File: src/rtl/seq_controller.sv
// seq_controller: Moore FSM that sequences one N-cycle shift operation.
// It arms an external iteration counter, enables the datapath while the
// counter runs, and reports done or a watchdog error until acknowledged.
module seq_controller #(
  parameter int N = 4,
  parameter int W = $clog2(N + 3)
) (
  input  logic clk,
  input  logic rst,
  input  logic start,
  input  logic ack,
  input  logic ov_counter,
  input  logic able,
  output logic load,
  output logic shift_en,
  output logic ready,
  output logic busy,
  output logic done,
  output logic err
);

  localparam logic [2:0] S_IDLE  = 3'd0;
  localparam logic [2:0] S_LOAD  = 3'd1;
  localparam logic [2:0] S_RUN   = 3'd2;
  localparam logic [2:0] S_DONE  = 3'd3;
  localparam logic [2:0] S_ERROR = 3'd4;

  // The watchdog register holds the number of RUN cycles already completed,
  // so it reaches N+2 at the end of the (N+2)th RUN cycle when it shows N+1.
  localparam logic [W-1:0] WD_LAST = W'(N + 1);
  localparam logic [W-1:0] WD_MAX  = '1;

  logic [2:0]   r_state;
  logic [2:0]   w_next;
  logic [W-1:0] r_wd;
  logic         w_expire;

  assign w_expire = (r_wd >= WD_LAST);

  // Next-state selection; ov_counter takes priority over watchdog expiry.
  always_comb begin
    w_next = r_state;
    case (r_state)
      S_IDLE:  if (start) w_next = S_LOAD;
      S_LOAD:  w_next = S_RUN;
      S_RUN: begin
        if (ov_counter)    w_next = S_DONE;
        else if (w_expire) w_next = S_ERROR;
      end
      S_DONE:  if (ack) w_next = S_IDLE;
      S_ERROR: if (ack) w_next = S_IDLE;
      default: w_next = S_IDLE;
    endcase
  end

  // State register with asynchronous active-low reset.
  always_ff @(posedge clk or negedge rst) begin
    if (!rst) r_state <= S_IDLE;
    else      r_state <= w_next;
  end

  // Watchdog: held at zero outside RUN so every RUN entry starts clean.
  always_ff @(posedge clk or negedge rst) begin
    if (!rst)                 r_wd <= '0;
    else if (r_state != S_RUN) r_wd <= '0;
    else if (r_wd != WD_MAX)  r_wd <= r_wd + 1'b1;
  end

  assign load     = (r_state == S_LOAD);
  assign ready    = (r_state == S_IDLE);
  assign busy     = (r_state == S_LOAD) || (r_state == S_RUN);
  assign done     = (r_state == S_DONE);
  assign err      = (r_state == S_ERROR);
  assign shift_en = (r_state == S_RUN) && able && !ov_counter;

endmodule

File: config.mk
export PLATFORM = sky130hd
export DESIGN_NAME = seq_controller
export DESIGN_NICKNAME = d
export VERILOG_FILES = /design/src/rtl/seq_controller.sv
export SDC_FILE = /design/constraint.sdc
export NUM_CORES = 1
export LEC_CHECK = 0
export ABC_AREA = 0
export CAP_MARGIN = 40
export CORE_AREA = 10 10 47 49
export CTS_CLUSTER_DIAMETER = 30
export DETAILED_ROUTE_END_ITERATION = 10
export DIE_AREA = 0 0 57 59
export SKIP_CTS_REPAIR_TIMING = 1
export SLEW_MARGIN = 20
export SYNTH_ARGS = -nofsm -noshare
export SYNTH_HDL_FRONTEND = slang
export SYNTH_SLANG_ARGS = --single-unit
File: constraint.sdc
create_clock -name clk -period 3.4 [get_ports clk]
set_clock_uncertainty 0.05 [all_clocks]
set_input_delay 0.34 -clock clk [delete_from_list [all_inputs] [get_ports clk]]
set_output_delay 0.34 -clock clk [all_outputs]
set_load 0.02 [all_outputs]
==> reports/qor.tcl, run 1 <==
set qor(gr-total-overflow) 0
set qor(p_clk_share_pct) 15.0
set qor(total_switching_power_mw) 0.169
set qor(nFillCells) 159
set qor(run_status) {finished, final reports clean}
set qor(ant_nets) 0
set qor(detail_route.first_pass.iterations) 2
set qor(rsz0062_at_grt) {false}
set qor(yosysWarnings) 0
set qor(dieWidth_um) 57
set qor(critical_path.endpoint) {shift_en}
set qor(die_area_um2) 3360
set qor(relSlewSlack_pct) 81.6
set qor(worst_hold_path_type) {in -> async}
set qor(pin_count) 12
set qor(worst_r2r_endpoint) {r_state[2]}
set qor(cts_tree) {done}
set qor(synth_top_area_share_pct) 38.8
set qor(crit_start) {r_state[1]}
set qor(critPathMaxFanout) 9
set qor(worstRegToRegCells) 3
set qor(tightestPinTransition_ns) 0.276
set qor(post_synth_cell_types) 20
set qor(drv.max_cap_violation_count) 0
set qor(post_synth_inst_count) 41
set qor(cp-end-kind) {output pin}
set qor(crit_path_start_kind) {flip-flop}
set qor(synth.most_common_cell) {sky130_fd_sc_hd__nor2_1}
set qor(detail_route.wl_per_cell_um) 11.1
set qor(floorplan.core_area_um2) 1400
set qor(detailed_place_hpwl_um) 610
set qor(number_of_instances_in_the_placed_design) 65
set qor(first_iter_violations) 4
set qor(grt_max_degree) 11
set qor(timing.final.crit_period_ns) 2.46
set qor(cts-htree-levels) 1
set qor(pwr_density_cell_nw_per_um2) 797
set qor(hold_viol_final) 0
set qor(synth-main-ff-cell) {sky130_fd_sc_hd__dfrtp_1}
set qor(ys_seq_area_share_pct) 38.8
set qor(antenna_found_initial) 0
set qor(post-synth-top-area-cell) {sky130_fd_sc_hd__dfrtp_1}
set qor(number_of_slew_limit_violations_in_the_final_report) 0
set qor(area_delta_synth_final_pct) 33.3
set qor(maxClockFrequency_ghz) 0.407
set qor(grt_pass1_vias) 278
set qor(number_of_drc_violations_after_detailed_routing) 0
set qor(totalNegativeSetupSlack_ns) 0
set qor(final-setup-viol-count) 0
set qor(summed_instance_area_of_the_synthesized_netlist_um2) 387
set qor(clock-root-buffer) {sky130_fd_sc_hd__clkbuf_4}
set qor(post_route_cells_drive_above_1_share_pct) 9.62
set qor(synth.top_cells.by_count) {sky130_fd_sc_hd__nor2_1 (7), sky130_fd_sc_hd__dfrtp_1 (6), sky130_fd_sc_hd__nand2_1 (4), sky130_fd_sc_hd__nor3b_1 (4), sky130_fd_sc_hd__ha_1 (3)}
set qor(groute.usage.overall_pct) 4.92
set qor(clockBufferDepth) 2
set qor(worstReg2RegStart) {r_state[1]}
set qor(synth_enable_flop_cells) 0
set qor(leakagePower_nw) 0.230
set qor(clock_latency_ns) 0.24
set qor(power_report.internal_total_mw) 0.241
set qor(cts_buffers) 3
set qor(routed-via-count) 293
set qor(ys_seq_elements) 6
set qor(cp_data_arrival_time_ns) 2.07
set qor(wire_length_of_the_first_global_routing_pass_um) 1270
set qor(buffer_ports.inserted) 11
set qor(syn_area_per_cell_um2) 9.43
set qor(synth_top_cells_by_area) {sky130_fd_sc_hd__dfrtp_1 (39%), sky130_fd_sc_hd__ha_1 (9.7%), sky130_fd_sc_hd__nor3b_1 (7.8%)}
set qor(nets) 63
set qor(path_class) {reg -> out}
set qor(worst_ep_required_time_ns) 3.01
set qor(power.ir.vdd_worst_mv) 0.342
set qor(r2r_setup_slack_ns) 1.98
set qor(clk_pin_slew_worst_paths_ns) 0.04
set qor(wl_um) 755
set qor(final_cells) 68
set qor(syn-num-nets) 50
set qor(std_cell_rows) 14
set qor(via_per_inst) 4.31
set qor(finalCritPeriodShare_pct) 72.2
set qor(synthArstFlopShare_pct) 100
set qor(timing.hold.ws_ns) 0.285
set qor(power.sequential.fraction_pct) 32.6
set qor(num_antenna_cells) 0
set qor(chipHeight_um) 59
set qor(power.share.combinational_pct) 52.5
set qor(swShare_pct) 41.3
set qor(cts.sinks) 6
set qor(initial_core_util_pct) 27.6
set qor(gp_congestion) 0.690
## flip-flops by register name (all words and copies together) (netlist names)
signal,count
r_state,3
r_wd,3
## kinds of logic (layout without fill, tap and decap cells)
family / count (synthesis) / after routing / share of synthesized area, %
AO/OA/AOI/OAI: 5 / 5 / 8.09
XOR/XNOR: 2 / 2 / 4.53
adder cells (fa/ha/maj): 3 / 3 / 9.71
buffers and inverters: 5 / 16 / 8.09
flip-flops: 6 / 6 / 38.8
multiplexers: 1 / 1 / 2.59
AND/OR/NAND/NOR: 19 / 19 / 28.2
## per-stage QoR
stage / util [%] / setup WS [ns] / power (mW) / instance area (um2)
after floorplan: - / 1.50 / 0.288 / 387
after global placement: 35.2 / 1.22 / 0.354 / 493
after detailed placement: 35.2 / 1.19 / 0.354 / 493
after CTS: 36.8 / 0.925 / 0.419 / 515
after global routing: 36.8 / 0.812 / 0.449 / 515
final: 36.8 / 0.944 / 0.411 / 515
## final cells by class
class	instances	area, um2	share of cell area (%)
multi-input cells	30	205	39.8
flip-flops and latches	6	150	29.1
repair buffers	11	110	21.4
clock buffers	3	22.5	4.37
well taps	16	20.0	3.88
inverters	2	7.51	1.46
## cell usage in the layout (no fill, tap or decap)
master and instances:
sky130_fd_sc_hd__or3b_2 1, sky130_fd_sc_hd__a21oi_1 2, sky130_fd_sc_hd__xnor2_1 1, sky130_fd_sc_hd__clkdlybuf4s50_1 11
sky130_fd_sc_hd__nor3_1 1, sky130_fd_sc_hd__nor4b_2 1, sky130_fd_sc_hd__mux2i_1 1, sky130_fd_sc_hd__clkbuf_4 3
sky130_fd_sc_hd__nand2_1 4, sky130_fd_sc_hd__nor3b_1 4, sky130_fd_sc_hd__inv_1 2, sky130_fd_sc_hd__or3b_1 1
sky130_fd_sc_hd__o211ai_1 1, sky130_fd_sc_hd__a21o_1 1, sky130_fd_sc_hd__xor2_1 1, sky130_fd_sc_hd__nor2_1 7
sky130_fd_sc_hd__o22ai_1 1, sky130_fd_sc_hd__ha_1 3, sky130_fd_sc_hd__dfrtp_1 6
## how the worst min path moves through the flow
stage | to | slack, ns | cells past startpoint
after floorplan | r_state[0] | -0.006 | 0
after global placement | r_state[0] | 0.50 | 1
after detailed placement | r_state[0] | 0.51 | 1
after CTS | r_state[1] | 0.28 | 1
after global routing | r_state[1] | 0.28 | 1
final | r_state[2] | 0.28 | 1
## layer usage
| metal | track usage, % | up-vias | wire length (um) |
|---|---|---|---|
| li1 | - | 161 | - |
| met1 | 5.44 | 124 | 398 |
| met2 | 6.98 | 8 | 311 |
| met3 | 4.94 | 0 | 46 |
| met4 | 0 | 0 | 0 |
| met5 | 0 | - | 0 |
## power groups by stage
stage / sequential (mW) / combinational [mW] / clock (mW)
global placement: 0.134 / 0.220 / 0
finish: 0.134 / 0.216 / 0.0615
CTS: 0.134 / 0.220 / 0.0651
floorplan: 0.107 / 0.181 / 0
detailed placement: 0.134 / 0.220 / 0
global route: 0.138 / 0.239 / 0.0720
## critical path, stage by stage, from the launching register on
cell and delay [ns]:
sky130_fd_sc_hd__dfrtp_1 0.48, sky130_fd_sc_hd__or3b_1 0.48, sky130_fd_sc_hd__nor3b_1 0.22, sky130_fd_sc_hd__clkdlybuf4s50_1 0.64
No activity file was read; power rests on OpenSTA's default activity.
==> inputs of run 2 (changes only) <==
clock period = 2 ns   (was 3.4 ns; I/O delays follow)
==> run 2 against run 1 <==
Net effect:
- utilization increased by 2.5 points
- critical endpoint is now busy
- register-to-register slack got worse by 1.3 ns
- largest power group unchanged
- setup slack got worse by 0.77 ns
- highest routed layer unchanged
- clock-buffer cell count unchanged
==> reports/qor.tcl, run 2 (synthesized netlist as in run 1, its figures left out) <==
set qor(run_status) {finished, final reports clean}
set qor(antenna_found_initial) 0
set qor(detailed_place_hpwl_um) 651
set qor(post_dp_cell_area_um2) 523
set qor(clockBufferDepth) 2
set qor(worst_hold_path_type) {in -> async}
set qor(crit_path_start_kind) {flip-flop}
set qor(hold_viol_final) 0
set qor(nFillCells) 141
set qor(stdcell_area_um2) 551
set qor(detail_route.wl_per_cell_um) 11.4
set qor(pre_cts_slack_ns) 0.170
set qor(timing.final.crit_period_ns) 1.83
set qor(via_per_inst) 4.39
set qor(tightestPinTransition_ns) 0.242
set qor(path_class) {reg -> out}
set qor(clock-root-buffer) {sky130_fd_sc_hd__clkbuf_4}
set qor(cts_tree) {done}
set qor(detail_route.first_pass.iterations) 4
set qor(cts-htree-levels) 1
set qor(grt_pass1_vias) 319
set qor(gr-total-overflow) 0
set qor(post_route_cells_drive_above_1_share_pct) 16.1
set qor(worst_r2r_endpoint) {r_state[2]}
set qor(clk_pin_slew_worst_paths_ns) 0.04
set qor(final_cells) 72
set qor(rsz0062_at_grt) {false}
set qor(timing.hold.ws_ns) 0.143
set qor(nets) 67
set qor(clock_latency_ns) 0.23
set qor(wire_length_of_the_first_global_routing_pass_um) 1410
set qor(mostFrequentLayoutCells) {sky130_fd_sc_hd__clkdlybuf4s50_1 (9), sky130_fd_sc_hd__nor2_1 (7), sky130_fd_sc_hd__dfrtp_1 (6)}
set qor(final_common_cell) {sky130_fd_sc_hd__clkdlybuf4s50_1}
set qor(buffer_ports.inserted) 11
set qor(wl_um) 824
set qor(cp-end-kind) {output pin}
set qor(ant_nets) 0
set qor(dieWidth_um) 57
set qor(worstRegToRegCells) 4
set qor(area_delta_synth_final_pct) 42.4
set qor(worst_ep_required_time_ns) 1.75
set qor(die_area_um2) 3360
set qor(cp_data_arrival_time_ns) 1.58
set qor(chipHeight_um) 59
set qor(maxClockFrequency_ghz) 0.547
set qor(r2r_setup_slack_ns) 0.64
set qor(initial_core_util_pct) 27.6
set qor(floorplan.core_area_um2) 1400
set qor(number_of_instances_in_the_placed_design) 69
set qor(grt_max_degree) 10
set qor(number_of_slew_limit_violations_in_the_final_report) 0
set qor(first_iter_violations) 1
set qor(cts_buffers) 3
set qor(largest_regs) {r_state: 3 flops, r_wd: 3 flops}
set qor(finalCritPeriodShare_pct) 91.4
set qor(pwr_density_cell_nw_per_um2) 1370
set qor(critPathMaxFanout) 8
set qor(leakagePower_nw) 0.286
set qor(fin_ws_ns) 0.171
set qor(number_of_drc_violations_after_detailed_routing) 0
set qor(gp_congestion) 0.698
set qor(relSlewSlack_pct) 83.8
set qor(cts.sinks) 6
set qor(pin_count) 12
set qor(drv.max_cap_violation_count) 0
set qor(final-setup-viol-count) 0
set qor(totalNegativeSetupSlack_ns) 0
set qor(routed-via-count) 316
set qor(power.ir.vdd_worst_mv) 0.774
set qor(worstReg2RegStart) {r_state[2]}
set qor(std_cell_rows) 14
set qor(groute.usage.overall_pct) 5.26
set qor(num_antenna_cells) 0
run 2: cell count changes in the layout (fill, tap and decap cells not counted):
cell,delta
sky130_fd_sc_hd__buf_4,+4
sky130_fd_sc_hd__clkdlybuf4s50_1,-2
sky130_fd_sc_hd__dlymetal6s2s_1,+2
run 2: worst max path at each step:
stage,from,endpoint,slack [ns]
floorplan,r_state[0],shift_en,0.24
global placement,r_state[2],shift_en,0.19
detailed placement,r_state[2],shift_en,0.17
CTS,r_state[2],shift_en,-0.09
global route,r_state[1],load,0.04
finish,r_state[1],busy,0.17
run 2: cell type report:
type                       count  area (um2)  share of cell area, %
timing repair buffer          15         145                   26.4
sequential                     6         150                   27.3
tap                           16        20.0                   3.64
inverter                       2        7.51                   1.36
multi-input combinational     30         205                   37.3
clock buffer                   3        22.5                   4.09
run 2: where the power goes:
part / total, mW / internal [mW] / switching, mW / leakage, nW
Clock: 0.103 / 0.0673 / 0.0359 / 0.0138
Combinational: 0.460 / 0.223 / 0.237 / 0.194
Sequential: 0.189 / 0.161 / 0.0279 / 0.0783
run 2: worst max-delay path, stage by stage, from the launching register on:
cell and delay (ns):
sky130_fd_sc_hd__dfrtp_1 0.37, sky130_fd_sc_hd__buf_4 0.16, sky130_fd_sc_hd__xnor2_1 0.12, sky130_fd_sc_hd__nor2_1 0.08, sky130_fd_sc_hd__clkdlybuf4s50_1 0.61
run 2: stage by stage:
step / total power [mW] / util (%)
after floorplan: 0.490 / -
after global placement: 0.647 / 37.3
after detailed placement: 0.656 / 37.3
after CTS: 0.767 / 38.9
after global routing: 0.822 / 39.3
final: 0.752 / 39.3
run 2: layer usage:
| layer | vias to the layer above | global-route usage [%] | wire, um |
|---|---|---|---|
| met4 | 0 | 5.03 | 0 |
| met2 | 8 | 6.67 | 342 |
| met5 | - | 0 | 0 |
| li1 | 169 | - | - |
| met3 | 0 | 1.29 | 52 |
| met1 | 139 | 6.88 | 429 |
